$ cat src/rtl/lsb_stego_embedder.sv
// lsb_stego_embedder: streaming LSB steganography engine.
// Embeds 1..LSB_BITS message bits (runtime cfg_bpb) into the low bits of each
// channel byte, then passes the rest of the frame through unchanged.
// Optional macro STEGO_LEN_HEADER_EN: prepend cfg_msg_len (LEN_W bits,
// LSB-first) to the embedded bit stream.
module lsb_stego_embedder #(
    parameter int unsigned PIXEL_W  = 8,
    parameter int unsigned MSG_W    = 8,
    parameter int unsigned LSB_BITS = 4,
    parameter int unsigned LEN_W    = 16
) (
    input  logic                          clk,
    input  logic                          reset,
    input  logic                          start,
    input  logic [$clog2(LSB_BITS+1)-1:0] cfg_bpb,
    input  logic [LEN_W-1:0]              cfg_msg_len,
    input  logic [LEN_W-1:0]              cfg_frame_len,
    input  logic [PIXEL_W-1:0]            pix_in_data,
    input  logic                          pix_in_valid,
    output logic                          pix_in_ready,
    input  logic [MSG_W-1:0]              msg_data,
    input  logic                          msg_valid,
    output logic                          msg_ready,
    output logic [PIXEL_W-1:0]            pix_out_data,
    output logic                          pix_out_valid,
    input  logic                          pix_out_ready,
    output logic                          busy,
    output logic                          done,
    output logic                          overflow
);

    localparam int unsigned BPB_W = $clog2(LSB_BITS + 1);
    localparam int unsigned BUF_W = MSG_W + LSB_BITS;
    localparam int unsigned CNT_W = $clog2(BUF_W + 1);

    typedef enum logic [1:0] {StIdle, StEmbed, StPass} state_e;

    state_e             state_q, state_d;
    logic [BPB_W-1:0]   bpb_q, bpb_d;
    logic [LEN_W-1:0]   words_q, words_d;
    logic [LEN_W-1:0]   bytes_q, bytes_d;
    logic [BUF_W-1:0]   buf_q, buf_d;
    logic [CNT_W-1:0]   cnt_q, cnt_d;
    logic [PIXEL_W-1:0] out_data_q, out_data_d;
    logic               out_valid_q, out_valid_d;
    logic               done_q, done_d;
    logic               overflow_q, overflow_d;

    logic               embedding;
    logic               hdr_pending;
    logic               src_empty;
    logic               room;
    logic               msg_fire;
    logic               pix_fire;
    logic               app_fire;
    logic [MSG_W-1:0]   app_word;
    logic [CNT_W-1:0]   app_cnt;
    logic [CNT_W-1:0]   take;
    logic [PIXEL_W-1:0] emb_mask;
    logic [PIXEL_W-1:0] pix_emb;
    logic               bits_after;
    logic               drop;
    logic               start_has_bits;
    logic [BPB_W-1:0]   bpb_clamped;

`ifdef STEGO_LEN_HEADER_EN
    localparam int unsigned HCNT_W = $clog2(LEN_W + 1);

    logic [LEN_W-1:0]  hdr_q, hdr_d;
    logic [HCNT_W-1:0] hdr_left_q, hdr_left_d;
    logic [HCNT_W-1:0] hdr_take;
    logic              hdr_fire;

    assign hdr_pending    = (hdr_left_q != '0);
    assign start_has_bits = 1'b1;
    assign hdr_fire       = embedding && (bytes_q != '0) && hdr_pending && room;

    // Header chunk size: a full message word, or whatever header bits remain.
    always_comb begin
        hdr_take = hdr_left_q;
        if (32'(hdr_left_q) >= MSG_W) begin
            hdr_take = HCNT_W'(MSG_W);
        end
    end

    // Header shift register: loaded on start, drained in word-sized chunks.
    always_comb begin
        hdr_d      = hdr_q;
        hdr_left_d = hdr_left_q;
        if (state_q == StIdle) begin
            if (start && (cfg_frame_len != '0)) begin
                hdr_d      = cfg_msg_len;
                hdr_left_d = HCNT_W'(LEN_W);
            end
        end else if (drop) begin
            hdr_left_d = '0;
        end else if (hdr_fire) begin
            hdr_d      = hdr_q >> MSG_W;
            hdr_left_d = hdr_left_q - hdr_take;
        end
    end

    // Header state registers.
    always_ff @(posedge clk or posedge reset) begin
        if (reset) begin
            hdr_q      <= '0;
            hdr_left_q <= '0;
        end else begin
            hdr_q      <= hdr_d;
            hdr_left_q <= hdr_left_d;
        end
    end
`else
    assign hdr_pending    = 1'b0;
    assign start_has_bits = (cfg_msg_len != '0);
`endif

    assign embedding = (state_q == StEmbed);
    assign src_empty = (words_q == '0) && !hdr_pending;
    assign room      = (cnt_q < CNT_W'(bpb_q));

    assign msg_ready    = embedding && (bytes_q != '0) && !hdr_pending &&
                          (words_q != '0) && room;
    assign pix_in_ready = (!out_valid_q || pix_out_ready) && (state_q != StIdle) &&
                          (bytes_q != '0) &&
                          ((state_q == StPass) || !room || src_empty);

    assign msg_fire = msg_valid && msg_ready;
    assign pix_fire = pix_in_valid && pix_in_ready;

    assign bpb_clamped = ((cfg_bpb == '0) || (cfg_bpb > BPB_W'(LSB_BITS))) ?
                         BPB_W'(1) : cfg_bpb;

    // Select what enters the bit buffer this cycle (header chunk or message word).
    always_comb begin
`ifdef STEGO_LEN_HEADER_EN
        app_fire = msg_fire || hdr_fire;
        app_word = hdr_pending ? MSG_W'(hdr_q) : msg_data;
        app_cnt  = hdr_pending ? CNT_W'(hdr_take) : CNT_W'(MSG_W);
`else
        app_fire = msg_fire;
        app_word = msg_data;
        app_cnt  = CNT_W'(MSG_W);
`endif
    end

    // Embed datapath: replace the low 'take' bits; take < bpb only for the final partial.
    always_comb begin
        take = '0;
        if (embedding) begin
            take = room ? cnt_q : CNT_W'(bpb_q);
        end
        emb_mask   = ~({PIXEL_W{1'b1}} << take);
        pix_emb    = (pix_in_data & ~emb_mask) |
                     (PIXEL_W'(buf_q[LSB_BITS-1:0]) & emb_mask);
        bits_after = ((cnt_q - take) != '0) || !src_empty;
    end

    // Next-state logic for control, counters, bit buffer and output register.
    always_comb begin
        state_d     = state_q;
        bpb_d       = bpb_q;
        words_d     = words_q;
        bytes_d     = bytes_q;
        buf_d       = buf_q;
        cnt_d       = cnt_q;
        out_data_d  = out_data_q;
        out_valid_d = out_valid_q;
        done_d      = 1'b0;
        overflow_d  = overflow_q;
        drop        = 1'b0;

        if (out_valid_q && pix_out_ready) begin
            out_valid_d = 1'b0;
        end
        if (pix_fire) begin
            out_valid_d = 1'b1;
            out_data_d  = pix_emb;
        end

        if (state_q == StIdle) begin
            if (start) begin
                bpb_d      = bpb_clamped;
                words_d    = cfg_msg_len;
                bytes_d    = cfg_frame_len;
                buf_d      = '0;
                cnt_d      = '0;
                overflow_d = 1'b0;
                if (cfg_frame_len == '0) begin
                    // Nothing to carry the message: finish at once.
                    done_d     = 1'b1;
                    overflow_d = start_has_bits;
                end else begin
                    state_d = start_has_bits ? StEmbed : StPass;
                end
            end
        end else begin
            if (app_fire) begin
                buf_d = buf_q | (BUF_W'(app_word) << cnt_q);
                cnt_d = cnt_q + app_cnt;
                if (msg_fire) begin
                    words_d = words_q - LEN_W'(1);
                end
            end
            if (pix_fire) begin
                bytes_d = bytes_q - LEN_W'(1);
                buf_d   = buf_q >> take;
                cnt_d   = cnt_q - take;
                if (embedding && !bits_after) begin
                    state_d = StPass;
                end
                if ((bytes_q == LEN_W'(1)) && bits_after) begin
                    // Frame exhausted with message left: discard the remainder.
                    overflow_d = 1'b1;
                    drop       = 1'b1;
                    words_d    = '0;
                    buf_d      = '0;
                    cnt_d      = '0;
                end
            end
            if ((bytes_q == '0) && (!out_valid_q || pix_out_ready)) begin
                state_d = StIdle;
                done_d  = 1'b1;
            end
        end
    end

    // State registers.
    always_ff @(posedge clk or posedge reset) begin
        if (reset) begin
            state_q     <= StIdle;
            bpb_q       <= '0;
            words_q     <= '0;
            bytes_q     <= '0;
            buf_q       <= '0;
            cnt_q       <= '0;
            out_data_q  <= '0;
            out_valid_q <= 1'b0;
            done_q      <= 1'b0;
            overflow_q  <= 1'b0;
        end else begin
            state_q     <= state_d;
            bpb_q       <= bpb_d;
            words_q     <= words_d;
            bytes_q     <= bytes_d;
            buf_q       <= buf_d;
            cnt_q       <= cnt_d;
            out_data_q  <= out_data_d;
            out_valid_q <= out_valid_d;
            done_q      <= done_d;
            overflow_q  <= overflow_d;
        end
    end

    assign pix_out_data  = out_data_q;
    assign pix_out_valid = out_valid_q;
    assign busy          = (state_q != StIdle);
    assign done          = done_q;
    assign overflow      = overflow_q;

endmodule

$ cat config.mk
export PLATFORM = sky130hd
export DESIGN_NAME = lsb_stego_embedder
export DESIGN_NICKNAME = d
export VERILOG_FILES = /design/src/rtl/lsb_stego_embedder.sv
export SDC_FILE = /design/constraint.sdc
export NUM_CORES = 1
export LEC_CHECK = 0
export ABC_AREA = 1
export CAP_MARGIN = 20
export CORE_ASPECT_RATIO = 1.25
export CORE_MARGIN = 2
export CORE_UTILIZATION = 38
export CTS_BUF_LIST = sky130_fd_sc_hd__clkbuf_2 sky130_fd_sc_hd__clkbuf_4 sky130_fd_sc_hd__clkbuf_8
export DETAILED_ROUTE_END_ITERATION = 8
export PLACE_DENSITY = 0.64
export SYNTH_ARGS = -nofsm -noshare
export SYNTH_HDL_FRONTEND = slang
export SYNTH_SLANG_ARGS = --single-unit
export TNS_END_PERCENT = 50
$ cat constraint.sdc
create_clock -name clk -period 7 [get_ports clk]
set_input_delay 1.4 -clock clk [delete_from_list [all_inputs] [get_ports clk]]
set_output_delay 1.4 -clock clk [all_outputs]
set_load 0.005 [all_outputs]
==> report_table.html, run 1 <==
<table>
<tr><th>Metric</th><th>Value</th></tr>
<tr><th colspan="2">Outcome</th></tr>
<tr><td>Result of the run</td><td>completed</td></tr>
<tr><th colspan="2">Hold path</th></tr>
<tr><td>Startpoint of the most critical hold path</td><td>pix_out_data[1]</td></tr>
<tr><td>Path type of the worst min-delay path</td><td>reg -&gt; reg</td></tr>
<tr><th colspan="2">Job</th></tr>
<tr><td>Number of max-cap violations</td><td>0</td></tr>
<tr><th colspan="2">Critical path</th></tr>
<tr><td>Category of the worst setup path capture point</td><td>primary output</td></tr>
<tr><td>RR Startpoint</td><td>cnt_q[1]</td></tr>
<tr><td>Required time of the critical path</td><td>5600 ps</td></tr>
<tr><td>Startpoint type of the worst setup path</td><td>input pin</td></tr>
<tr><td>Worst Path Class, Setup</td><td>in -&gt; out</td></tr>
<tr><td>Arrival time at the worst endpoint</td><td>2910 ps</td></tr>
<tr><td>Crit path max fanout</td><td>2</td></tr>
<tr><td>Start point of the critical path</td><td>pix_out_ready</td></tr>
<tr><th colspan="2">Clock network</th></tr>
<tr><td>Longest Clk Path Bufs</td><td>2</td></tr>
<tr><td>Number of H-tree levels</td><td>3</td></tr>
<tr><td>CTS root buf</td><td>sky130_fd_sc_hd__clkbuf_8</td></tr>
<tr><td>TritonCTS clock tree</td><td>built</td></tr>
<tr><td>CTS-repair resized insts</td><td>0</td></tr>
<tr><td>Number of sinks on the clock net</td><td>64</td></tr>
<tr><td>Number of hold buffers added after cts</td><td>0</td></tr>
<tr><td>Number of buffers created by CTS</td><td>9</td></tr>
<tr><td>Clk pin slew, worst setup/hold paths</td><td>70 ps</td></tr>
<tr><td>Latest clock arrival within the worst-skew pair</td><td>360 ps</td></tr>
<tr><td>Setup Buffers After CTS</td><td>0</td></tr>
<tr><th colspan="2">Die</th></tr>
<tr><td>Vert. Die Dim</td><td>132 um</td></tr>
<tr><td>Starting density of the core</td><td>0.391</td></tr>
<tr><td>Number of rows in the core area</td><td>46</td></tr>
<tr><td>Die boundary width</td><td>106 um</td></tr>
<tr><td>DIE AREA</td><td>14,100 sq um</td></tr>
<tr><td>Count of pins on the block boundary</td><td>71</td></tr>
<tr><td>Standard cell core area</td><td>12,800 sq um</td></tr>
<tr><th colspan="2">Global route</th></tr>
<tr><td>Total global routing overflow</td><td>0</td></tr>
<tr><td>Number of global-route vias before repair</td><td>5,040</td></tr>
<tr><td>Largest net degree at the start of global routing</td><td>65</td></tr>
<tr><td>Antenna violations before repair</td><td>0</td></tr>
<tr><td>Wire length of the first global-routing pass</td><td>24.3 mm</td></tr>
<tr><td>Total Routing Usage GR</td><td>0.212</td></tr>
<tr><th colspan="2">STA</th></tr>
<tr><td>Remaining max-slew budget at the tightest pin</td><td>0.433</td></tr>
<tr><td>Final min period</td><td>4310 ps</td></tr>
<tr><td>Least-Margin Pin Slew</td><td>850 ps</td></tr>
<tr><td>RSZ-0062 raised after global routing</td><td>no</td></tr>
<tr><td>Crit share post-route</td><td>0.615</td></tr>
<tr><td>Endpoints failing hold</td><td>0</td></tr>
<tr><td>Worst Clk Skew</td><td>9.71 ps</td></tr>
<tr><td>Total negative slack</td><td>0 ps</td></tr>
<tr><td>Maximum clock frequency</td><td>232 MHz</td></tr>
<tr><td>Final setup viols</td><td>0</td></tr>
<tr><td>Slew Limit Fails</td><td>0</td></tr>
<tr><th colspan="2">Layout</th></tr>
<tr><td>N_diodes</td><td>0</td></tr>
<tr><td>Sequential cell area</td><td>1600 sq um</td></tr>
<tr><td>Fraction of layout cells with a size suffix above 1</td><td>0.0807</td></tr>
<tr><td>Multi-input gate area in the final layout</td><td>2950 sq um</td></tr>
<tr><td>Final Cell Area</td><td>5990 sq um</td></tr>
<tr><td>Number of filler instances in the final layout</td><td>1,316</td></tr>
<tr><td>Area growth from synthesis to final layout</td><td>20.1%</td></tr>
<tr><td>Final Core Density</td><td>0.469</td></tr>
<tr><td>NumNets Final</td><td>867</td></tr>
<tr><th colspan="2">Place</th></tr>
<tr><td>IO Port Bufs</td><td>70</td></tr>
<tr><td>Placer Congestion</td><td>0.912</td></tr>
<tr><td>HPWL reported at the end of detailed placement</td><td>10.7 mm</td></tr>
<tr><td>Placed standard-cell area</td><td>5790 sq um</td></tr>
<tr><th colspan="2">Routing</th></tr>
<tr><td>Avg WL per Cell</td><td>14.8 um</td></tr>
<tr><td>Antenna viol nets, final</td><td>0</td></tr>
<tr><td>Average vias per placed instance</td><td>5.37</td></tr>
<tr><td>Number of iterations in the first detailed-routing pass</td><td>6</td></tr>
<tr><td>Number of vias in the routed layout</td><td>5,224</td></tr>
<tr><td>DRT Wirelength</td><td>14.4 mm</td></tr>
<tr><td>Iteration-0 DRC count of the detailed router</td><td>438</td></tr>
<tr><td>Post-route DRC</td><td>0</td></tr>
<tr><th colspan="2">Synthesis</th></tr>
<tr><td>Number of enable flip-flop cells after synthesis</td><td>0</td></tr>
<tr><td>Post-synthesis sequential element count</td><td>64</td></tr>
<tr><td>Top post-synthesis cells by area</td><td>sky130_fd_sc_hd__dfrtp_1 32%, sky130_fd_sc_hd__nand2_1 15%, sky130_fd_sc_hd__o21ai_0 7.5%, sky130_fd_sc_hd__nor2_1 6.2%, sky130_fd_sc_hd__inv_1 6.0%</td></tr>
<tr><td>Synthesized netlist cell count</td><td>741</td></tr>
<tr><td>Net Count, Synth</td><td>808</td></tr>
<tr><td>Cell Area, Synth</td><td>4990 sq um</td></tr>
<tr><td>Number of warning messages in the yosys log</td><td>0</td></tr>
<tr><td>Synth unique cells</td><td>42</td></tr>
<tr><td>Register area share after synthesis</td><td>0.321</td></tr>
<tr><td>Average footprint of a synthesized cell</td><td>6.73 sq um</td></tr>
<tr><td>Async SR Flop Fraction</td><td>1.00</td></tr>
<tr><td>Most common flop cell mapped by yosys</td><td>sky130_fd_sc_hd__dfrtp_1</td></tr>
<tr><td>Top cell type by total area after synthesis</td><td>sky130_fd_sc_hd__dfrtp_1</td></tr>
<tr><td>Share of Yosys cell area claimed by the top area cell type</td><td>0.321</td></tr>
<tr><th colspan="2">Power</th></tr>
<tr><td>Net Sw Frac</td><td>0.512</td></tr>
<tr><td>Sequential share of power</td><td>0.261</td></tr>
<tr><td>Power dissipated by switching net loads</td><td>0.00129 W</td></tr>
<tr><td>Internal power contribution</td><td>0.00122 W</td></tr>
<tr><td>Lkg Pwr</td><td>2.74 nW</td></tr>
<tr><td>Power share of the combinational group</td><td>0.603</td></tr>
<tr><td>Peak VDD IR</td><td>0.000144 V</td></tr>
<tr><td>Part of the power in the clock network</td><td>0.135</td></tr>
<tr><td>Ratio of total power to cell area</td><td>419 nW/um^2</td></tr>
</table>
## per-stage QoR
stage	std cells	hold WS (ps)	power, W	worst slack, ps
floorplan	741	449	0.00177	3720
global placement	957	468	0.00213	2720
detailed placement	957	474	0.00216	2690
CTS	973	494	0.00251	2690
global route	973	516	0.00278	2390
finish	973	491	0.00251	2690
## Yosys cell counts (5+ instances only)
master and number:
sky130_fd_sc_hd__nand2_1 196, sky130_fd_sc_hd__nor2_1 82, sky130_fd_sc_hd__inv_1 80, sky130_fd_sc_hd__o21ai_0 75, sky130_fd_sc_hd__dfrtp_1 64, sky130_fd_sc_hd__nand3_1 48
sky130_fd_sc_hd__a21oi_1 22, sky130_fd_sc_hd__nand4_1 20, sky130_fd_sc_hd__a31oi_1 14, sky130_fd_sc_hd__xor2_1 14, sky130_fd_sc_hd__buf_2 11, sky130_fd_sc_hd__clkbuf_1 10
sky130_fd_sc_hd__a22oi_2 9, sky130_fd_sc_hd__ha_1 9, sky130_fd_sc_hd__nor2_2 9, sky130_fd_sc_hd__nor3_1 8, sky130_fd_sc_hd__nor4_1 8, sky130_fd_sc_hd__a22oi_1 7
sky130_fd_sc_hd__nand2_2 7, sky130_fd_sc_hd__nand3_2 5, sky130_fd_sc_hd__nor2_4 5
## path summary, 6_finish.rpt
check	to	slack (ps)	cells after the start
min in group asynchronous	buf_q[9]	1610	3
max reg2reg	buf_q[10]	2880	21
max in group asynchronous	bytes_q[3]	4830	3
min reg2reg	pix_out_data[1]	490	2
min	pix_out_data[1]	490	2
max	pix_in_ready	2690	7
## flip-flops by register name, summed over array words and instances (netlist names)
name	cells
bytes_q	16
words_q	16
buf_q	12
pix_out_data	8
cnt_q	4
bpb_q	3
state_q	2
done	1
overflow	1
pix_out_valid	1
## cells by family after synthesis
logic type,count (synthesis),synth area share
AND/OR/NAND/NOR,398,0.361
AO/OA/AOI/OAI,146,0.177
flip-flops,64,0.321
adder cells (fa/ha/maj),10,0.0266
buffers and inverters,108,0.0885
XOR/XNOR,15,0.0263
## power by group through the flow
stage | combinational (W) | clock (W) | sequential [W]
2_1_floorplan | 0.00116 | 0 | 0.000606
3_3_place_gp | 0.00147 | 0 | 0.000656
3_5_place_dp | 0.00150 | 0 | 0.000659
4_1_cts | 0.00151 | 0.000343 | 0.000654
5_1_grt | 0.00174 | 0.000362 | 0.000678
6_report | 0.00151 | 0.000340 | 0.000656
## routing by layer
metal / share of wire / track usage
met5: 0 / 0
met1: 0.44 / 0.275
met4: 0.023 / 0.0758
met3: 0.055 / 0.0395
met2: 0.48 / 0.354
## worst max-delay path: stages
cell and delay (ps):
sky130_fd_sc_hd__clkdlybuf4s50_1 480, sky130_fd_sc_hd__nor2_1 50, sky130_fd_sc_hd__nor2_1 110, sky130_fd_sc_hd__inv_1 60, sky130_fd_sc_hd__nor2_2 170, sky130_fd_sc_hd__and2_1 140
sky130_fd_sc_hd__clkdlybuf4s50_1 490
## placed cells by master (no fill, tap or decap), types with 14 or more instances in the layout
master	netlist	layout
sky130_fd_sc_hd__nand2_1	196	196
sky130_fd_sc_hd__nor2_1	82	82
sky130_fd_sc_hd__inv_1	80	79
sky130_fd_sc_hd__o21ai_0	75	75
sky130_fd_sc_hd__clkdlybuf4s50_1	0	70
sky130_fd_sc_hd__dfrtp_1	64	64
sky130_fd_sc_hd__nand3_1	48	48
sky130_fd_sc_hd__a21oi_1	22	22
sky130_fd_sc_hd__nand4_1	20	20
sky130_fd_sc_hd__xor2_1	14	14
sky130_fd_sc_hd__a31oi_1	14	14
## layout make-up
class,instances,share of cell area
well taps,168,0.0351
clock inverters,5,0.00940
inverters,84,0.0526
repair buffers,72,0.119
flip-flops and latches,64,0.267
multi-input cells,569,0.492
clock buffers,11,0.0242
Power figures use the tool's default switching activity.
==> run 2, diff against run 1 <==
- PLACE_DENSITY: 0.64 -> 0.66
- clock period: 7 -> 3.5 ns (I/O delays scaled with it)
==> run 2 against run 1 <==
  * Non-clock buffer count increased by 16
  * Die area unchanged
  * Critical path depth increased by 16
  * Worst setup slack got worse by 2400 ps
  * Via count decreased by 1.0%
  * Register-to-register slack got worse by 2600 ps
  * Combinational power increased by 120%
  * Sequential share of layout area decreased by 0.73 points
  * Sequential cell count unchanged
  * Clock skew increased by 1.4 ps
  * Cell area increased by 2.8%
  * Highest routed layer unchanged
==> report_table.html, run 2 (synthesis results as in run 1) <==
<table>
<tr><th>Metric</th><th>Value</th></tr>
<tr><th colspan="2">Critical path</th></tr>
<tr><td>Category of the worst setup path capture point</td><td>flip-flop</td></tr>
<tr><td>Required time of the critical path</td><td>3790 ps (-1810 ps)</td></tr>
<tr><td>Startpoint type of the worst setup path</td><td>flip-flop</td></tr>
<tr><td>Worst Path Class, Setup</td><td>reg -&gt; reg</td></tr>
<tr><td>Arrival time at the worst endpoint</td><td>3490 ps (+580 ps)</td></tr>
<tr><td>Crit path max fanout</td><td>5 (+3)</td></tr>
<tr><th colspan="2">Clock network</th></tr>
<tr><td>Latest clock arrival within the worst-skew pair</td><td>350 ps (about the same)</td></tr>
<tr><td>TritonCTS clock tree</td><td>built</td></tr>
<tr><td>Clk pin slew, worst setup/hold paths</td><td>70 ps (about the same)</td></tr>
<tr><td>Number of buffers created by CTS</td><td>9 (unchanged)</td></tr>
<tr><td>Number of H-tree levels</td><td>3 (unchanged)</td></tr>
<tr><td>Longest Clk Path Bufs</td><td>2 (unchanged)</td></tr>
<tr><td>Number of sinks on the clock net</td><td>64 (unchanged)</td></tr>
<tr><td>Number of hold buffers added after cts</td><td>0 (unchanged)</td></tr>
<tr><td>CTS root buf</td><td>sky130_fd_sc_hd__clkbuf_8</td></tr>
<tr><th colspan="2">Routing</th></tr>
<tr><td>Iteration-0 DRC count of the detailed router</td><td>398 (-9.1%)</td></tr>
<tr><td>Number of iterations in the first detailed-routing pass</td><td>8 (+2)</td></tr>
<tr><td>Antenna viol nets, final</td><td>0 (unchanged)</td></tr>
<tr><td>Number of vias in the routed layout</td><td>5,171 (-1.0%)</td></tr>
<tr><td>Post-route DRC</td><td>0 (unchanged)</td></tr>
<tr><td>Average vias per placed instance</td><td>5.22 (-2.7%)</td></tr>
<tr><td>DRT Wirelength</td><td>14.4 mm (-0.12%)</td></tr>
<tr><td>Avg WL per Cell</td><td>14.5 um (-1.8%)</td></tr>
<tr><th colspan="2">Die</th></tr>
<tr><td>Die boundary width</td><td>106 um (unchanged)</td></tr>
<tr><td>Count of pins on the block boundary</td><td>71 (unchanged)</td></tr>
<tr><td>Standard cell core area</td><td>12,800 sq um (unchanged)</td></tr>
<tr><td>DIE AREA</td><td>14,100 sq um (unchanged)</td></tr>
<tr><td>Number of rows in the core area</td><td>46 (unchanged)</td></tr>
<tr><td>Starting density of the core</td><td>0.391 (unchanged)</td></tr>
<tr><td>Vert. Die Dim</td><td>132 um (unchanged)</td></tr>
<tr><th colspan="2">Power</th></tr>
<tr><td>Overall power after layout</td><td>0.00524 W (+110%)</td></tr>
<tr><td>Ratio of total power to cell area</td><td>851 nW/um^2 (+100%)</td></tr>
<tr><td>Lkg Pwr</td><td>2.83 nW (+3.5%)</td></tr>
<tr><td>Peak VDD IR</td><td>0.000358 V (+150%)</td></tr>
<tr><th colspan="2">STA</th></tr>
<tr><td>Final min period</td><td>3200 ps</td></tr>
<tr><td>Endpoints failing hold</td><td>0 (unchanged)</td></tr>
<tr><td>Slew Limit Fails</td><td>0 (unchanged)</td></tr>
<tr><td>Final setup viols</td><td>0 (unchanged)</td></tr>
<tr><td>RSZ-0062 raised after global routing</td><td>no</td></tr>
<tr><td>Least-Margin Pin Slew</td><td>876 ps (+25.7 ps)</td></tr>
<tr><td>Min setup slack post-route</td><td>297 ps (-2400 ps)</td></tr>
<tr><td>Crit share post-route</td><td>0.915</td></tr>
<tr><td>Total negative slack</td><td>0 ps (unchanged)</td></tr>
<tr><td>Worst Clk Skew</td><td>11.1 ps (+1.39 ps)</td></tr>
<tr><td>Remaining max-slew budget at the tightest pin</td><td>0.416 (-0.0172)</td></tr>
<tr><td>Maximum clock frequency</td><td>312 MHz</td></tr>
<tr><th colspan="2">Layout</th></tr>
<tr><td>Area growth from synthesis to final layout</td><td>23.4%</td></tr>
<tr><td>Fraction of layout cells with a size suffix above 1</td><td>0.102 (+0.0214)</td></tr>
<tr><td>Highest-count cells in the layout ignoring fill and taps</td><td>195 x sky130_fd_sc_hd__nand2_1, 81 x sky130_fd_sc_hd__nor2_1, 79 x sky130_fd_sc_hd__inv_1, 75 x sky130_fd_sc_hd__o21ai_0, 70 x sky130_fd_sc_hd__clkdlybuf4s50_1</td></tr>
<tr><td>Most common cell after layout, fill and taps aside</td><td>sky130_fd_sc_hd__nand2_1</td></tr>
<tr><td>Post-layout instance count excluding filler cells</td><td>990 (+1.7%)</td></tr>
<tr><td>N_diodes</td><td>0 (unchanged)</td></tr>
<tr><td>NumNets Final</td><td>884 (+2.0%)</td></tr>
<tr><td>Top Registers</td><td>bytes_q: 16 flops, words_q: 16 flops, buf_q: 12 flops</td></tr>
<tr><th colspan="2">Global route</th></tr>
<tr><td>Largest net degree at the start of global routing</td><td>65 (unchanged)</td></tr>
<tr><td>Total Routing Usage GR</td><td>0.207 (-0.00498)</td></tr>
<tr><td>Wire length of the first global-routing pass</td><td>23.4 mm (-3.5%)</td></tr>
<tr><td>Total global routing overflow</td><td>0 (unchanged)</td></tr>
<tr><td>Number of global-route vias before repair</td><td>4,752 (-5.7%)</td></tr>
<tr><td>Antenna violations before repair</td><td>0 (unchanged)</td></tr>
<tr><th colspan="2">Place</th></tr>
<tr><td>HPWL reported at the end of detailed placement</td><td>10.4 mm (-2.0%)</td></tr>
<tr><td>Number of placed instances, taps included</td><td>970 (+1.4%)</td></tr>
<tr><td>Worst setup slack before clock tree synthesis</td><td>158 ps (-2540 ps)</td></tr>
<tr><td>Placer Congestion</td><td>0.944 (+3.5%)</td></tr>
<tr><td>IO Port Bufs</td><td>70 (unchanged)</td></tr>
<tr><th colspan="2">Hold path</th></tr>
<tr><td>Path type of the worst min-delay path</td><td>reg -&gt; reg</td></tr>
<tr><th colspan="2">Job</th></tr>
<tr><td>Number of max-cap violations</td><td>0 (unchanged)</td></tr>
<tr><th colspan="2">Outcome</th></tr>
<tr><td>Result of the run</td><td>completed</td></tr>
</table>
## run 2: final timing paths
kind	from	end	slack (ps)	cells past startpoint
min in group asynchronous	reset	pix_out_data[1]	930	3
worst min-delay path	buf_q[8]	buf_q[8]	480	2
worst min register to register	buf_q[8]	buf_q[8]	480	2
worst max-delay path	bpb_q[1]	buf_q[5]	300	23
worst max register to register	bpb_q[1]	buf_q[5]	300	23
max in group asynchronous	reset	cnt_q[2]	2000	3
## run 2: timing repair
| action | in CTS | in global routing |
|---|---|---|
| setup buffers | 0 | 3 |
| gates resized for setup | 0 | 4 |
| setup endpoints to repair | 0 | 30 |
## run 2: layout make-up
type | count | area (sq um)
clock inverters | 6 | 83.8
inverters | 84 | 315
flip-flops and latches | 64 | 1600
fillers | 1346 | 6620
well taps | 168 | 210
repair buffers | 88 | 848
multi-input cells | 570 | 2970
clock buffers | 10 | 131
## run 2: power by group
| group | switching, W | internal, W |
|---|---|---|
| combinational | 0.00208 | 0.00120 |
| sequential | 0.000225 | 0.00102 |
| clock | 0.000313 | 0.000407 |
## run 2: per-stage QoR
stage | util | hold WS [ps] | instance area [sq um]
floorplan | - | 449 | 4990
global placement | 0.461 | 464 | 5890
detailed placement | 0.461 | 465 | 5890
CTS | 0.478 | 484 | 6100
global route | 0.482 | 515 | 6160
finish | 0.482 | 480 | 6160
## run 2: worst max-delay path, stage by stage (launching register included)
cell	delay [ps]
sky130_fd_sc_hd__dfrtp_1	360
sky130_fd_sc_hd__inv_1	90
sky130_fd_sc_hd__ha_1	230
sky130_fd_sc_hd__nand2_1	70
sky130_fd_sc_hd__nand2_1	60
sky130_fd_sc_hd__nand2_2	110
sky130_fd_sc_hd__nand2_2	100
sky130_fd_sc_hd__nand2_2	110
sky130_fd_sc_hd__nand3_4	60
sky130_fd_sc_hd__inv_1	80
sky130_fd_sc_hd__ha_1	150
sky130_fd_sc_hd__inv_1	60
sky130_fd_sc_hd__fa_1	430
sky130_fd_sc_hd__inv_1	80
sky130_fd_sc_hd__nand2_1	50
sky130_fd_sc_hd__nor2_1	110
sky130_fd_sc_hd__nand3_1	100
sky130_fd_sc_hd__nor2_2	160
sky130_fd_sc_hd__nor2_4	90
sky130_fd_sc_hd__nor2_2	220
sky130_fd_sc_hd__nand4_1	180
sky130_fd_sc_hd__nand3_1	110
sky130_fd_sc_hd__nand2_1	50
sky130_fd_sc_hd__nand2_1	70
## run 2: routing by layer
| metal | part of all wire | up-vias | track usage |
|---|---|---|---|
| met3 | 0.056 | 34 | 0.0381 |
| met4 | 0.022 | 0 | 0.0635 |
| met5 | 0 | - | 0 |
| met2 | 0.47 | 157 | 0.339 |
| met1 | 0.46 | 2359 | 0.279 |
| li1 | - | 2621 | - |
==> run 3, diff against run 2 <==
- SKIP_LAST_GASP: default -> 1
- SLEW_MARGIN: default -> 15
==> results of run 3 <==
No change in the layout: final DEF, timing and power equal those of run 2.
